===== config.mk =====
export PLATFORM = sky130hd
export DESIGN_NAME = soc_run_ctrl
export DESIGN_NICKNAME = d
export VERILOG_FILES = /design/src/rtl/soc_run_ctrl_pkg.sv /design/src/rtl/soc_run_ctrl_ld_arbiter.sv /design/src/rtl/soc_run_ctrl.sv
export SDC_FILE = /design/constraint.sdc
export NUM_CORES = 1
export LEC_CHECK = 0
export ABC_AREA = 0
export CORE_ASPECT_RATIO = 1.2
export CORE_MARGIN = 1.5
export CORE_UTILIZATION = 25
export CTS_BUF_LIST = sky130_fd_sc_hd__clkbuf_4 sky130_fd_sc_hd__clkbuf_8
export CTS_CLUSTER_DIAMETER = 30
export CTS_CLUSTER_SIZE = 30
export DETAILED_ROUTE_END_ITERATION = 10
export GPL_TIMING_DRIVEN = 1
export PLACE_DENSITY = 0.46
export SETUP_SLACK_MARGIN = 0.3
export SLEW_MARGIN = 20
export SYNTH_ARGS = -nofsm -noshare
export SYNTH_HDL_FRONTEND = slang
export SYNTH_SLANG_ARGS = --single-unit

===== constraint.sdc =====
create_clock -name clk -period 3.8 [get_ports clk]
set_input_delay 0.95 -clock clk [delete_from_list [all_inputs] [get_ports clk]]
set_output_delay 0.95 -clock clk [all_outputs]
set_load 0.05 [all_outputs]

===== src/rtl/soc_run_ctrl_pkg.sv =====
// Shared types and helpers for the SoC run controller (boot load, core reset hold, refresh pacing).

package soc_run_ctrl_pkg;

  typedef enum logic [2:0] {
    S_INIT,
    S_LOAD,
    S_HOLD,
    S_START,
    S_RUN
  } run_state_e;

  // Bit width needed to index/hold n values; never returns 0 so degenerate params stay legal.
  function automatic int unsigned clog2_safe(input int unsigned n);
    return (n <= 32'd2) ? 32'd1 : 32'($clog2(n));
  endfunction

endpackage


===== src/rtl/soc_run_ctrl_ld_arbiter.sv =====
// Loader arbiter: first-come lowest-index claim, owner hold until cleared, memory bus mux.

module ld_arbiter
  import soc_run_ctrl_pkg::*;
#(
  parameter int unsigned ADDR_W = 16,
  parameter int unsigned DATA_W = 8,
  parameter int unsigned NUM_LD = 2,
  parameter int unsigned SRC_W  = 1
) (
  input  logic                     clk,
  input  logic                     rst_n,
  input  logic                     active_i,
  input  logic                     clear_i,
  input  logic [NUM_LD-1:0]        ld_valid_i,
  input  logic [NUM_LD*ADDR_W-1:0] ld_addr_i,
  input  logic [NUM_LD*DATA_W-1:0] ld_data_i,
  input  logic [NUM_LD-1:0]        ld_done_i,
  input  logic [ADDR_W-1:0]        core_addr_i,
  input  logic                     core_we_i,
  input  logic [DATA_W-1:0]        core_wdata_i,
  output logic [NUM_LD-1:0]        ld_ready_o,
  output logic [ADDR_W-1:0]        mem_addr_o,
  output logic                     mem_we_o,
  output logic [DATA_W-1:0]        mem_wdata_o,
  output logic                     wr_acc_o,
  output logic                     own_done_o,
  output logic [SRC_W-1:0]         src_o
);

  logic             own_vld_q;
  logic [SRC_W-1:0] own_idx_q;
  logic [SRC_W-1:0] low_idx;
  logic [SRC_W-1:0] sel_idx;
  logic             any_vld;
  logic             own_valid;
  logic             own_done;

  // Lowest-index requester, plus the owner's own request/done bits.
  always_comb begin
    low_idx   = '0;
    any_vld   = 1'b0;
    own_valid = 1'b0;
    own_done  = 1'b0;
    for (int i = int'(NUM_LD) - 1; i >= 0; i--) begin
      if (ld_valid_i[i]) begin
        low_idx = SRC_W'(i);
        any_vld = 1'b1;
      end
      if (own_idx_q == SRC_W'(i)) begin
        own_valid = ld_valid_i[i];
        own_done  = ld_done_i[i];
      end
    end
  end

  assign sel_idx    = own_vld_q ? own_idx_q : low_idx;
  assign wr_acc_o   = active_i && (own_vld_q ? own_valid : any_vld);
  assign own_done_o = active_i && own_vld_q && own_done;
  assign src_o      = own_idx_q;

  always_comb begin
    ld_ready_o = '0;
    for (int i = 0; i < int'(NUM_LD); i++) begin
      ld_ready_o[i] = active_i && (!own_vld_q || (own_idx_q == SRC_W'(i)));
    end
  end

  // Outside the load phase the CPU owns the memory bus.
  always_comb begin
    mem_addr_o  = core_addr_i;
    mem_wdata_o = core_wdata_i;
    mem_we_o    = core_we_i;
    if (active_i) begin
      mem_we_o    = wr_acc_o;
      mem_addr_o  = ld_addr_i[ADDR_W-1:0];
      mem_wdata_o = ld_data_i[DATA_W-1:0];
      for (int i = 0; i < int'(NUM_LD); i++) begin
        if (sel_idx == SRC_W'(i)) begin
          mem_addr_o  = ld_addr_i[i*ADDR_W +: ADDR_W];
          mem_wdata_o = ld_data_i[i*DATA_W +: DATA_W];
        end
      end
    end
  end

  always_ff @(posedge clk) begin
    if (!rst_n) begin
      own_vld_q <= 1'b0;
      own_idx_q <= '0;
    end else if (clear_i) begin
      own_vld_q <= 1'b0;
      own_idx_q <= '0;
    end else if (active_i && !own_vld_q && any_vld) begin
      own_vld_q <= 1'b1;
      own_idx_q <= low_idx;
    end
  end

endmodule


===== src/rtl/soc_run_ctrl.sv =====
// SoC run controller: loader phase, core reset hold/start, run with refresh strobes.
// Define SOC_RUN_CTRL_RELOAD_EN to let any loader request in S_RUN re-enter the load phase.

module soc_run_ctrl
  import soc_run_ctrl_pkg::*;
#(
  parameter int unsigned ADDR_W           = 16,
  parameter int unsigned DATA_W           = 8,
  parameter int unsigned NUM_LD           = 2,
  parameter int unsigned LOAD_TIMEOUT_CYC = 100_000_000,
  parameter int unsigned HOLD_CYC         = 16,
  parameter int unsigned REFRESH_CYC      = 2_500_000
) (
  input  logic                              clk,
  input  logic                              rst_n,
  input  logic                              soft_reset_n,
  input  logic [NUM_LD-1:0]                 ld_valid,
  input  logic [NUM_LD*ADDR_W-1:0]          ld_addr,
  input  logic [NUM_LD*DATA_W-1:0]          ld_data,
  input  logic [NUM_LD-1:0]                 ld_done,
  output logic [NUM_LD-1:0]                 ld_ready,
  input  logic [ADDR_W-1:0]                 core_addr,
  input  logic                              core_we,
  input  logic [DATA_W-1:0]                 core_wdata,
  output logic [ADDR_W-1:0]                 mem_addr,
  output logic                              mem_we,
  output logic [DATA_W-1:0]                 mem_wdata,
  output logic                              core_en,
  output logic                              core_rst_n,
  output logic                              load_active,
  output logic [clog2_safe(NUM_LD)-1:0]     load_src,
  input  logic                              periph_idle,
  output logic                              refresh_stb
);

  localparam int unsigned SRC_W  = clog2_safe(NUM_LD);
  localparam int unsigned TMO_W  = clog2_safe(LOAD_TIMEOUT_CYC + 32'd1);
  localparam int unsigned HOLD_W = clog2_safe(HOLD_CYC + 32'd1);
  localparam int unsigned REF_W  = clog2_safe(REFRESH_CYC + 32'd1);

  localparam logic [TMO_W-1:0]  TMO_INIT  = TMO_W'(LOAD_TIMEOUT_CYC);
  localparam logic [HOLD_W-1:0] HOLD_INIT = HOLD_W'(HOLD_CYC);
  localparam logic [REF_W-1:0]  REF_INIT  = REF_W'(REFRESH_CYC);

  run_state_e        state_q;
  logic [TMO_W-1:0]  tmo_q;
  logic [HOLD_W-1:0] hold_q;
  logic [REF_W-1:0]  ref_q;
  logic              pend_q;
  logic              core_en_q;
  logic              core_rst_n_q;
  logic              stb_q;

  logic [TMO_W-1:0]  tmo_dec;
  logic [TMO_W-1:0]  tmo_nxt;
  logic [HOLD_W-1:0] hold_dec;
  logic [REF_W-1:0]  ref_dec;
  logic              ref_exp;
  logic              wr_acc;
  logic              own_done;
  logic              load_exit;

  assign load_active = (state_q == S_LOAD);
  assign core_en     = core_en_q;
  assign core_rst_n  = core_rst_n_q;
  assign refresh_stb = stb_q;

  ld_arbiter #(
    .ADDR_W (ADDR_W),
    .DATA_W (DATA_W),
    .NUM_LD (NUM_LD),
    .SRC_W  (SRC_W)
  ) u_ld_arbiter (
    .clk          (clk),
    .rst_n        (rst_n),
    .active_i     (load_active),
    .clear_i      (load_exit),
    .ld_valid_i   (ld_valid),
    .ld_addr_i    (ld_addr),
    .ld_data_i    (ld_data),
    .ld_done_i    (ld_done),
    .core_addr_i  (core_addr),
    .core_we_i    (core_we),
    .core_wdata_i (core_wdata),
    .ld_ready_o   (ld_ready),
    .mem_addr_o   (mem_addr),
    .mem_we_o     (mem_we),
    .mem_wdata_o  (mem_wdata),
    .wr_acc_o     (wr_acc),
    .own_done_o   (own_done),
    .src_o        (load_src)
  );

  // Saturating decrements; a counter at 0 stays at 0.
  always_comb begin
    tmo_dec  = (tmo_q  == '0) ? '0 : tmo_q  - TMO_W'(1);
    hold_dec = (hold_q == '0) ? '0 : hold_q - HOLD_W'(1);
    ref_dec  = (ref_q  == '0) ? '0 : ref_q  - REF_W'(1);
    tmo_nxt  = wr_acc ? TMO_INIT : (soft_reset_n ? tmo_dec : tmo_q);
    ref_exp  = (ref_dec == '0);
    load_exit = load_active && (own_done || (tmo_nxt == '0));
  end

  always_ff @(posedge clk) begin
    if (!rst_n) begin
      state_q      <= S_INIT;
      tmo_q        <= '0;
      hold_q       <= '0;
      ref_q        <= '0;
      pend_q       <= 1'b0;
      core_en_q    <= 1'b0;
      core_rst_n_q <= 1'b0;
      stb_q        <= 1'b0;
    end else begin
      stb_q <= 1'b0;
      case (state_q)
        S_INIT: begin
          state_q <= S_LOAD;
          tmo_q   <= TMO_INIT;
        end
        S_LOAD: begin
          tmo_q <= tmo_nxt;
          if (load_exit) begin
            state_q <= S_HOLD;
            hold_q  <= HOLD_INIT;
          end
        end
        // Hold count restarts while the user keeps soft reset asserted.
        S_HOLD: begin
          if (!soft_reset_n) begin
            hold_q <= HOLD_INIT;
          end else if (hold_dec == '0) begin
            state_q <= S_START;
          end else begin
            hold_q <= hold_dec;
          end
        end
        S_START: begin
          core_en_q    <= 1'b1;
          core_rst_n_q <= 1'b1;
          ref_q        <= REF_INIT;
          state_q      <= S_RUN;
        end
        S_RUN: begin
          if (!soft_reset_n) begin
            state_q      <= S_HOLD;
            hold_q       <= HOLD_INIT;
            core_en_q    <= 1'b0;
            core_rst_n_q <= 1'b0;
            pend_q       <= 1'b0;
`ifdef SOC_RUN_CTRL_RELOAD_EN
          end else if (|ld_valid) begin
            state_q      <= S_LOAD;
            tmo_q        <= TMO_INIT;
            core_en_q    <= 1'b0;
            core_rst_n_q <= 1'b0;
            pend_q       <= 1'b0;
`endif
          end else begin
            ref_q <= ref_exp ? REF_INIT : ref_dec;
            // A single pending slot: expiries while already pending are dropped.
            if (periph_idle && (pend_q || ref_exp)) begin
              stb_q  <= 1'b1;
              pend_q <= 1'b0;
            end else if (ref_exp) begin
              pend_q <= 1'b1;
            end
          end
        end
        default: state_q <= S_INIT;
      endcase
    end
  end

endmodule

# --- Word level (Yosys, flattened, before mapping) ---
# Cells that the tools add are included.
totals:
  ff_bits: 62
  wordCells: 93
  out_inout_bits: 32
  input_bits: 81
op_classes:
  bitwise_logic: 2
  reduce_logical: 31
  addsub: 3
  n_eq_ne: 11
  muxes: 37
ops:
  columns: ["op", "count"]
  rows:
  - ["27-bit two-way mux", 3]
  - ["22-bit two-way mux", 3]
  - ["27-bit logical NOT", 2]
  - ["27-bit case mux with 2 select lines", 1]
  - ["22-bit logical NOT", 2]
  - ["22-bit case mux with 2 select lines", 1]
  - ["16-bit two-way mux", 2]
  - ["27-bit by 1-bit subtractor with 27-bit output (second input constant)", 1]
  - ["5-bit two-way mux", 5]
  - ["22-bit by 1-bit subtractor with 22-bit output (second input constant)", 1]
  - ["8-bit two-way mux", 2]
  - ["3-bit case mux with 5 select lines", 1]
  - ["5-bit case mux with 3 select lines", 1]
  - ["1-bit two-way mux", 13]
  - ["3-bit two-way mux", 4]
  - ["5-bit logical NOT", 2]
  - ["1-bit logical AND", 9]
  - ["2-bit inequality test (second input constant)", 4]
  - ["4-bit AND reduction", 2]
  - ["3-bit by 2-bit equality test with 1-bit output (second input constant)", 2]
  - ["2-bit AND reduction", 3]
  - ["5-bit by 1-bit subtractor with 5-bit output (second input constant)", 1]
  - ["1-bit logical OR", 4]
  - ["2-bit nonzero test", 2]
  - ["12 further kinds", 13]

# --- Longest topological paths before layout ---
# Gate-level depths: netlist of run 1.
depth:
  word_depth: 10
  mapped_depth: 11
  depth_no_buf: 10

# --- Cells and area by module ---
# Synthesis of run 1 repeated with hierarchy kept, for this count alone.
unflattened:
  cells_unflattened: 661
  area_unflattened_um2: 4660.7
by_module_without_submodules:
  columns: ["mod", "cells_each", "area_per_inst_um2", "n_inst", "seq_area_each_um2"]
  rows:
  - ["soc_run_ctrl", 529, 3935.0, 1, 1201.2]
  - ["ld_arbiter", 132, 725.7, 1, 40.0]

# --- Worst setup path after synthesis of run 1 ---
# OpenSTA, ideal clock, no wires.
synth_path:
  path_type: "in2out"
  startpoint: "input port ld_valid[1]"
  endpoint: "output port mem_addr[0]"
  setup_slack_ns: -0.370
  arrival_ns: 3.220
  path_stages: 5
  path_buffers: 1
  path_cell_list: "nor3b_1 > a21oi_1 > clkbuf_1 > mux2i_1 > o21ai_0"
synth_via:
  elab_chain_len: 5
synth_lines:
  columns: ["item", "line", "text"]
  rows:
  - ["from (decl)", "soc_run_ctrl.sv:17", "input logic [NUM_LD-1:0] ld_valid,"]
  - ["1-bit two-way mux (2 in series)", "soc_run_ctrl_ld_arbiter.sv:46", "if (ld_valid_i[i]) begin"]
  - ["1-bit two-way mux", "soc_run_ctrl_ld_arbiter.sv:57", "assign sel_idx = own_vld_q ? own_idx_q : low_idx;"]
  - ["16-bit two-way mux", "soc_run_ctrl_ld_arbiter.sv:79", "if (sel_idx == SRC_W'(i)) begin"]
  - ["16-bit two-way mux", "soc_run_ctrl_ld_arbiter.sv:74", "if (active_i) begin"]
  - ["to (decl)", "soc_run_ctrl.sv:25", "output logic [ADDR_W-1:0] mem_addr,"]
# No other way between the ends.

# --- Final worst setup path of run 1 ---
layout_path:
  startpoint: "input port soft_reset_n"
  endpoint: "register state_q[1]"
layout_via:
  elab_chain_len: 7
layout_lines:
  columns: ["item", "line", "text"]
  rows:
  - ["from (decl)", "soc_run_ctrl.sv:16", "input logic soft_reset_n,"]
  - ["27-bit two-way mux (2 in series)", "soc_run_ctrl.sv:99", "tmo_nxt = wr_acc ? TMO_INIT : (soft_reset_n ? tmo_dec : tmo_q);"]
  - ["27-bit logical NOT", "soc_run_ctrl.sv:101", "load_exit = load_active && (own_done || (tmo_nxt == '0));"]
  - ["1-bit logical OR", "soc_run_ctrl.sv:101", null]
  - ["1-bit logical AND", "soc_run_ctrl.sv:101", null]
  - ["2-bit by 1-bit inequality test with 1-bit output (no line)", null, null]
  - ["4-bit AND reduction (no line) *", null, null]
  - ["to (signal assigned)", "soc_run_ctrl.sv:106", "state_q <= S_INIT;"]
  - ["to (signal assigned)", "soc_run_ctrl.sv:118", "state_q <= S_LOAD;"]
  - ["to (signal assigned)", "soc_run_ctrl.sv:124", "state_q <= S_HOLD;"]
  - ["to (decl)", "soc_run_ctrl.sv:45", "run_state_e state_q;"]
# Every way passes the cells marked *; elsewhere a longest branch is shown, timed or not.
# A chain may end at the register's enable or synchronous reset.

==> results.cfg, run 1 <==
[status]
status = finished, final reports clean

[drt]
ant_nets = 0
vias_per_cell = 5.17
vias = 5178
first_pass_iters = 5
routed_wirelength_mm = 17.2
first_iter_violations = 325
routedWlPerCell_um = 17.1
drc = 0

[timing]
rsz0062_at_grt = no
final_hold_viol_count = 0
setup_violations = 0
relSlewSlack_pct = 37.2
fin_crit_sh_pct = 88.3
tns_ns = 0
slew_viol_final = 0
clock_skew_ns = 0.00906
worst_pin_slew_ns = 0.938
layout_min_cycle_time_ns = 3.36
fmax_mhz = 298

[worst_setup_path]
r2r_slack_ns = 0.88
critical-path-max-stage-delay_ns = 0.61
crit_chain = clkdlybuf4s50_1 -> and4bb_1 -> nand2_1 -> o41ai_2 -> o211ai_2 -> nor4_4 -> a21oi_4 -> nor2_1 -> o21a_1
end_kind = flip-flop
path_buf_inv = 1
cpMaxStageDelayCell = clkdlybuf4s50_1
worstPathArrival_ns = 3.66
critical_path.top_delay_family = simple AND/OR/NAND/NOR gates
required_ns = 4.10
criticalPathCategory = input port to flip-flop
path_max_fanout = 7
worst_setup_path_start_kind = input port

[placed_design]
port_buffers = 112
dp.cells = 980
gp_congestion = 0.903
place_area_um2 = 6500
dp.final_hpwl_mm = 12.9

[grt]
antenna_found_initial = 0
grt_max_degree = 35
grtUsageTotal_pct = 17.7
grt_overflow = 0
grt_pass1_vias = 4946
grt_pass1_wl_mm = 27.4

[clock_tree]
clk_latency_ns = 0.36
tritoncts = yes
clock_path_buffers = 2
cts_inserted_buffers = 9
clk_pin_slew_ns = 0.07
postCtsHoldBufs = 0
h-tree-depth = 3
cts.sinks = 62
cts_root_buf = clkbuf_8

[finish]
finalInstanceArea_um2 = 6830
layoutNonFillerInstCount = 1002
drive_above_1_share_pct = 16.9
area_growth_pct = 45.3
num_antenna_cells = 0
fin_nets = 832
final_util_pct = 37.3

[logic_synthesis]
ys_warn_count = 0
ys_top_cells_by_area = dfxtp_1 26%, nand2_1 6.2%, mux2i_1 6.2%, nor2_1 5.8%, a21oi_1 5.2%
synth-edff-count = 0
synth_area_um2 = 4700
synth.top_cell.area_share_pct = 26.4
synth_cell_types = 73
syn-instance-count = 635
ys_ff_latch = 62
synth_ff_type = dfxtp_1
synth_largest_area_cell = dfxtp_1
synth_area_per_cell_um2 = 7.40
syn_nets = 721
yosysSeqAreaShare_pct = 26.4
async_flop_share_pct = 0

[die]
start_util_pct = 25.7
coreArea_um2 = 18300
die_area_um2 = 19600
die_height_um = 153
ios = 113
die_width_um = 128
rows = 54

[pwr]
p_leak_nw = 2.74
power_density_nw_per_um2 = 322
peakVddDrop_mv = 0.158
p_total_mw = 2.20

[job]
cap_violations = 0

[worst_hold_path]
hold_class = flip-flop to flip-flop
## worst reg2reg max path: stages (launching register included)
cell,delay [ns]
dfxtp_1,0.34
inv_1,0.15
ha_1,0.39
nor3b_1,0.40
nand2_1,0.32
nor2_1,0.24
xor2_1,0.10
nor4_2,0.37
a21oi_1,0.15
buf_4,0.18
o21ai_1,0.07
o211a_1,0.15
## synthesized netlist by cell type (6+ instances only)
cell type	number
inv_1	12
o21ai_0	48
nand3_1	12
or4_1	6
nor3b_1	8
nor3_1	23
o211a_1	10
and3_1	8
mux2i_1	29
xnor2_1	7
nand2_1	78
buf_2	9
o21ai_1	15
or3_1	9
xor2_1	6
nor3_2	6
nor2_1	72
clkbuf_1	30
a311oi_1	8
a21oi_1	49
nor4_1	16
dfxtp_1	62
a31oi_1	11
## power by group
group	internal, mW	switching (mW)
clock	0.352	0.277
sequential	0.672	0.0453
combinational	0.389	0.465
total	1.41	0.787
## final timing paths
check	startpoint	to	depth (start not counted)
worst min register to register	hold_q[3]$_SDFFE_PN0P_	hold_q[3]$_SDFFE_PN0P_	2
worst min-delay path	hold_q[3]$_SDFFE_PN0P_	hold_q[3]$_SDFFE_PN0P_	2
worst max register to register	ref_q[0]$_SDFFE_PN0P_	ref_q[7]$_SDFFE_PN0P_	11
worst max-delay path	soft_reset_n	state_q[1]$_SDFFE_PN0P_	9
## what timing repair did
item / 4_1_cts / 5_1_grt
pin swaps: 0 / 3
setup buffers: 5 / 1
cloned: 1 / 0
gates resized for setup: 3 / 8
setup endpoints to repair: 24 / 23
endpoints found under the hold margin: 0 / 0
## per-stage QoR
stage,hold WS [ns],setup slack (ns)
3_5_place_dp,0.479,-0.140
3_3_place_gp,0.471,-0.0842
2_1_floorplan,0.460,0.241
4_1_cts,0.489,0.314
6_report,0.490,0.445
5_1_grt,0.533,0.313
## area by class of cell
type	instances	area, µm²
sequential	62	1240
fill	1865	11500
clock inverter	3	42.5
tap	252	315
multi-input combinational	516	3350
clock buffer	12	165
timing repair buffer	143	1660
inverter	14	52.6
## flip-flops by register name, indices dropped and copies added, names as in the netlist
name	flops
u_ld_arbiter.src_o	1
hold_q	5
u_ld_arbiter.own_vld_q	1
refresh_stb	1
core_rst_n	1
tmo_q	27
ref_q	22
state_q	3
pend_q	1
## logic make-up (layout without fill, tap and decap cells)
kind of cell	count (synthesis)	count (layout)	synth area share (%)
simple gates	276	276	31.6
buf+inv	58	172	5.22
compound gates	192	193	26.8
xor+xnor	13	13	2.42
flops	62	62	26.4
mux	29	29	6.18
fa+ha+maj	5	5	1.33
## routing by layer
layer / vias to the layer above / wire (µm) / part of all wire [%] / GRT usage [%]
met5: - / 0 / 0 / 0
met4: 0 / 433 / 2.5 / 6.58
met3: 31 / 551 / 3.2 / 2.07
met2: 106 / 8690 / 51 / 29.8
met1: 2449 / 7480 / 44 / 23.0
li1: 2592 / - / - / -
## cells in the final DEF, fill, tap and decap left out, types with 9 or more instances in the layout
master	count
clkbuf_8	12
nor3_1	22
or3_1	9
nand3_1	12
a21oi_1	48
buf_12	29
inv_1	12
o21ai_1	20
clkdlybuf4s50_1	82
dfxtp_1	62
o211a_1	10
nor4_1	16
buf_4	27
nand2_1	77
o21ai_2	20
nor2_1	72
o21ai_0	23
a31oi_1	11
mux2i_1	29
No activity file was read; power rests on OpenSTA's default activity.
==> run 2, diff against run 1 <==
--- a/config.mk
+++ b/config.mk
@@ -16,6 +16,7 @@
 export GPL_TIMING_DRIVEN = 1
 export PLACE_DENSITY = 0.46
 export SETUP_SLACK_MARGIN = 0.3
+export SKIP_LAST_GASP = 1
 export SLEW_MARGIN = 20
 export SYNTH_ARGS = -nofsm -noshare
 export SYNTH_HDL_FRONTEND = slang
==> results of run 2 <==
No change in the layout: final DEF, timing and power equal those of run 1.
==> run 3, diff against run 2 <==
--- a/config.mk
+++ b/config.mk
@@ -8,13 +8,13 @@
 export ABC_AREA = 0
 export CORE_ASPECT_RATIO = 1.2
 export CORE_MARGIN = 1.5
-export CORE_UTILIZATION = 25
+export CORE_UTILIZATION = 45
 export CTS_BUF_LIST = sky130_fd_sc_hd__clkbuf_4 sky130_fd_sc_hd__clkbuf_8
 export CTS_CLUSTER_DIAMETER = 30
 export CTS_CLUSTER_SIZE = 30
 export DETAILED_ROUTE_END_ITERATION = 10
 export GPL_TIMING_DRIVEN = 1
-export PLACE_DENSITY = 0.46
+export PLACE_DENSITY = 0.74
 export SETUP_SLACK_MARGIN = 0.3
 export SKIP_LAST_GASP = 1
 export SLEW_MARGIN = 20
==> run 3 against run 2 <==
Maximum frequency increased by 5.2%. Largest power group unchanged. Combinational power decreased by 1%. Die area decreased by 44%. Largest cell class unchanged. Clock power decreased by 19%. Via count increased by 0.54%.
==> results.cfg, run 3 (synthesis gave the netlist of run 1 again) <==
[status]
status = finished, final reports clean

[finish]
fill_cells = 872
top_regs = tmo_q: 27 flops, ref_q: 22 flops, hold_q: 5 flops
largest_reg_flops = 27
regMostFlops = tmo_q
mostFrequentLayoutCells = 81 x clkdlybuf4s50_1, 77 x nand2_1, 72 x nor2_1, 62 x dfxtp_1, 48 x a21oi_1
final_common_cell = clkdlybuf4s50_1
drive_above_1_share_pct = 15.7
area_growth_pct = 39.2
fin_nets = 822
num_antenna_cells = 0
finalInstanceArea_um2 = 6540

[clock_tree]
cts.sinks = 62
clk_pin_slew_ns = 0.07
tritoncts = yes
h-tree-depth = 3
clock_path_buffers = 2
postCtsHoldBufs = 0
cts_root_buf = clkbuf_8
cts_inserted_buffers = 9
clk_latency_ns = 0.35

[worst_setup_path]
r2r_start = ref_q[0]$_SDFFE_PN0P_
path_buf_inv = 4
criticalPathCategory = input port to output port
cpMaxStageDelayCell = clkbuf_16
required_ns = 2.85
crit_chain = dlymetal6s2s_1 -> nor3b_2 -> a21oi_2 -> buf_4 -> clkbuf_16 -> mux2i_1 -> o21ai_1 -> buf_12
path_max_fanout = 12
worst_setup_path_start_kind = input port
r2r_slack_ns = 0.96
ff2ff_path_depth = 11
critical-path-max-stage-delay_ns = 0.19
timing.rr.end = ref_q[17]$_SDFFE_PN0P_
critical_path.top_delay_family = buffers and inverters
worstPathArrival_ns = 2.24
end_kind = output port

[drt]
ant_nets = 0
dr_wl_met2_mm = 8.00
vias = 5206
first_iter_violations = 264
top_layer = met4
routedWlPerCell_um = 17.9
met3WireLength_um = 603
vias_per_cell = 6.02
wl_met1_mm = 6.44
routed_wirelength_mm = 15.5
first_pass_iters = 5
drc = 0

[timing]
final_hold_viol_count = 0
clock_skew_ns = 0.0129
fmax_mhz = 314
whs_ns = 0.511
tns_ns = 0
rsz0062_at_grt = no
setup_violations = 0
layout_min_cycle_time_ns = 3.19
relSlewSlack_pct = 31.9
slew_viol_final = 0
fin_crit_sh_pct = 83.9
worst_pin_slew_ns = 1.02

[die]
die_area_um2 = 11100
die_height_um = 115
die_width_um = 96.3
ios = 113
coreArea_um2 = 10100
start_util_pct = 46.5
rows = 40

[worst_hold_path]
hold_depth = 2
hold_path_end = hold_q[3]$_SDFFE_PN0P_
hp-start = hold_q[3]$_SDFFE_PN0P_
hold_class = flip-flop to flip-flop

[placed_design]
dp.final_hpwl_mm = 11.4
port_buffers = 112
place_area_um2 = 6300
gp_congestion = 0.940

[pwr]
power_density_nw_per_um2 = 316
seqPwrFrac_pct = 34.5
p_leak_nw = 2.67
pwr-share-comb_pct = 40.7
switching_power_mw = 0.765
p_int_mw = 1.30
switching_share_pct = 37.0
clkPwrFrac_pct = 24.8
peakVddDrop_mv = 0.199

[grt]
antenna_found_initial = 0
grtUsageTotal_pct = 27.7
grt_pass1_vias = 4967
grt_max_degree = 58
grt_pass1_wl_mm = 24.1
grt_overflow = 0

[job]
cap_violations = 0
==> run 3: cell count changes in the layout (fill, tap and decap cells not counted), sizes merged <==
cell,delta
a21oi,-1
buf,-11
bufinv,-1
clkdlybuf4s50,-1
clkinv,+1
clkinvlp,+1
dlymetal6s2s,+1
==> run 3: layout make-up <==
cell class / instances / area (µm²) / share of cell area, %
multi-input combinational: 515 / 3310 / 50.5
sequential: 62 / 1240 / 19.0
clock buffer: 10 / 138 / 2.10
timing repair buffer: 134 / 1620 / 24.8
inverter: 14 / 52.6 / 0.803
clock inverter: 4 / 25.0 / 0.383
tap: 126 / 158 / 2.41
==> run 3: timing repair <==
item | 4_1_cts | 5_1_grt
setup endpoints to repair | 1 | 29
resized for setup | 1 | 5
cloned | 0 | 2
setup buffers | 0 | 1
hold endpoints to repair | 0 | 0
pin swaps | 0 | 1
==> run 3: power groups by stage <==
stage	Clock, mW	Sequential [mW]	Combinational [mW]
after floorplan	0	0.707	0.475
after global placement	0	0.725	0.811
after detailed placement	0	0.726	0.823
after CTS	0.523	0.711	0.827
after global routing	0.547	0.717	0.888
final	0.512	0.713	0.842
==> run 3: worst max-delay path by stage <==
stage	slack (ns)	from	endpoint	depth (start not counted)
detailed placement	0.05	soft_reset_n	hold_q[1]$_SDFFE_PN0P_	9
global placement	0.10	soft_reset_n	hold_q[4]$_SDFFE_PN0P_	9
CTS	0.31	ld_valid[1]	mem_wdata[5]	7
global route	0.52	soft_reset_n	u_ld_arbiter.src_o$_SDFFE_PP0P_	9
finish	0.61	ld_valid[1]	mem_addr[13]	8
floorplan	0.24	ld_valid[1]	mem_addr[0]	5
==> run 3: worst register-to-register path, stage by stage (launching register included) <==
cell and delay, ns:
dfxtp_1 0.34, inv_1 0.15, ha_1 0.38, nor3b_1 0.36, nand2_1 0.28, nor2_1 0.23, xor2_1 0.10, nor4_2 0.38
a21oi_1 0.12, buf_4 0.19, o21ai_1 0.09, o211a_1 0.16
==> run 3: layer usage <==
layer	track usage [%]	vias up
met5	0	-
met4	12.2	0
met3	4.03	41
met2	48.4	165
met1	33.3	2435
li1	-	2565
==> run 3: metrics by stage <==
stage | power (mW) | worst slack, ns | instances | utilization [%]
final | 2.07 | 0.612 | 865 | 64.7
after detailed placement | 1.55 | 0.0475 | 848 | 62.3
after global placement | 1.54 | 0.104 | 848 | 62.3
after CTS | 2.06 | 0.306 | 862 | 64.0
after floorplan | 1.18 | 0.241 | 635 | -
after global routing | 2.15 | 0.523 | 865 | 64.7
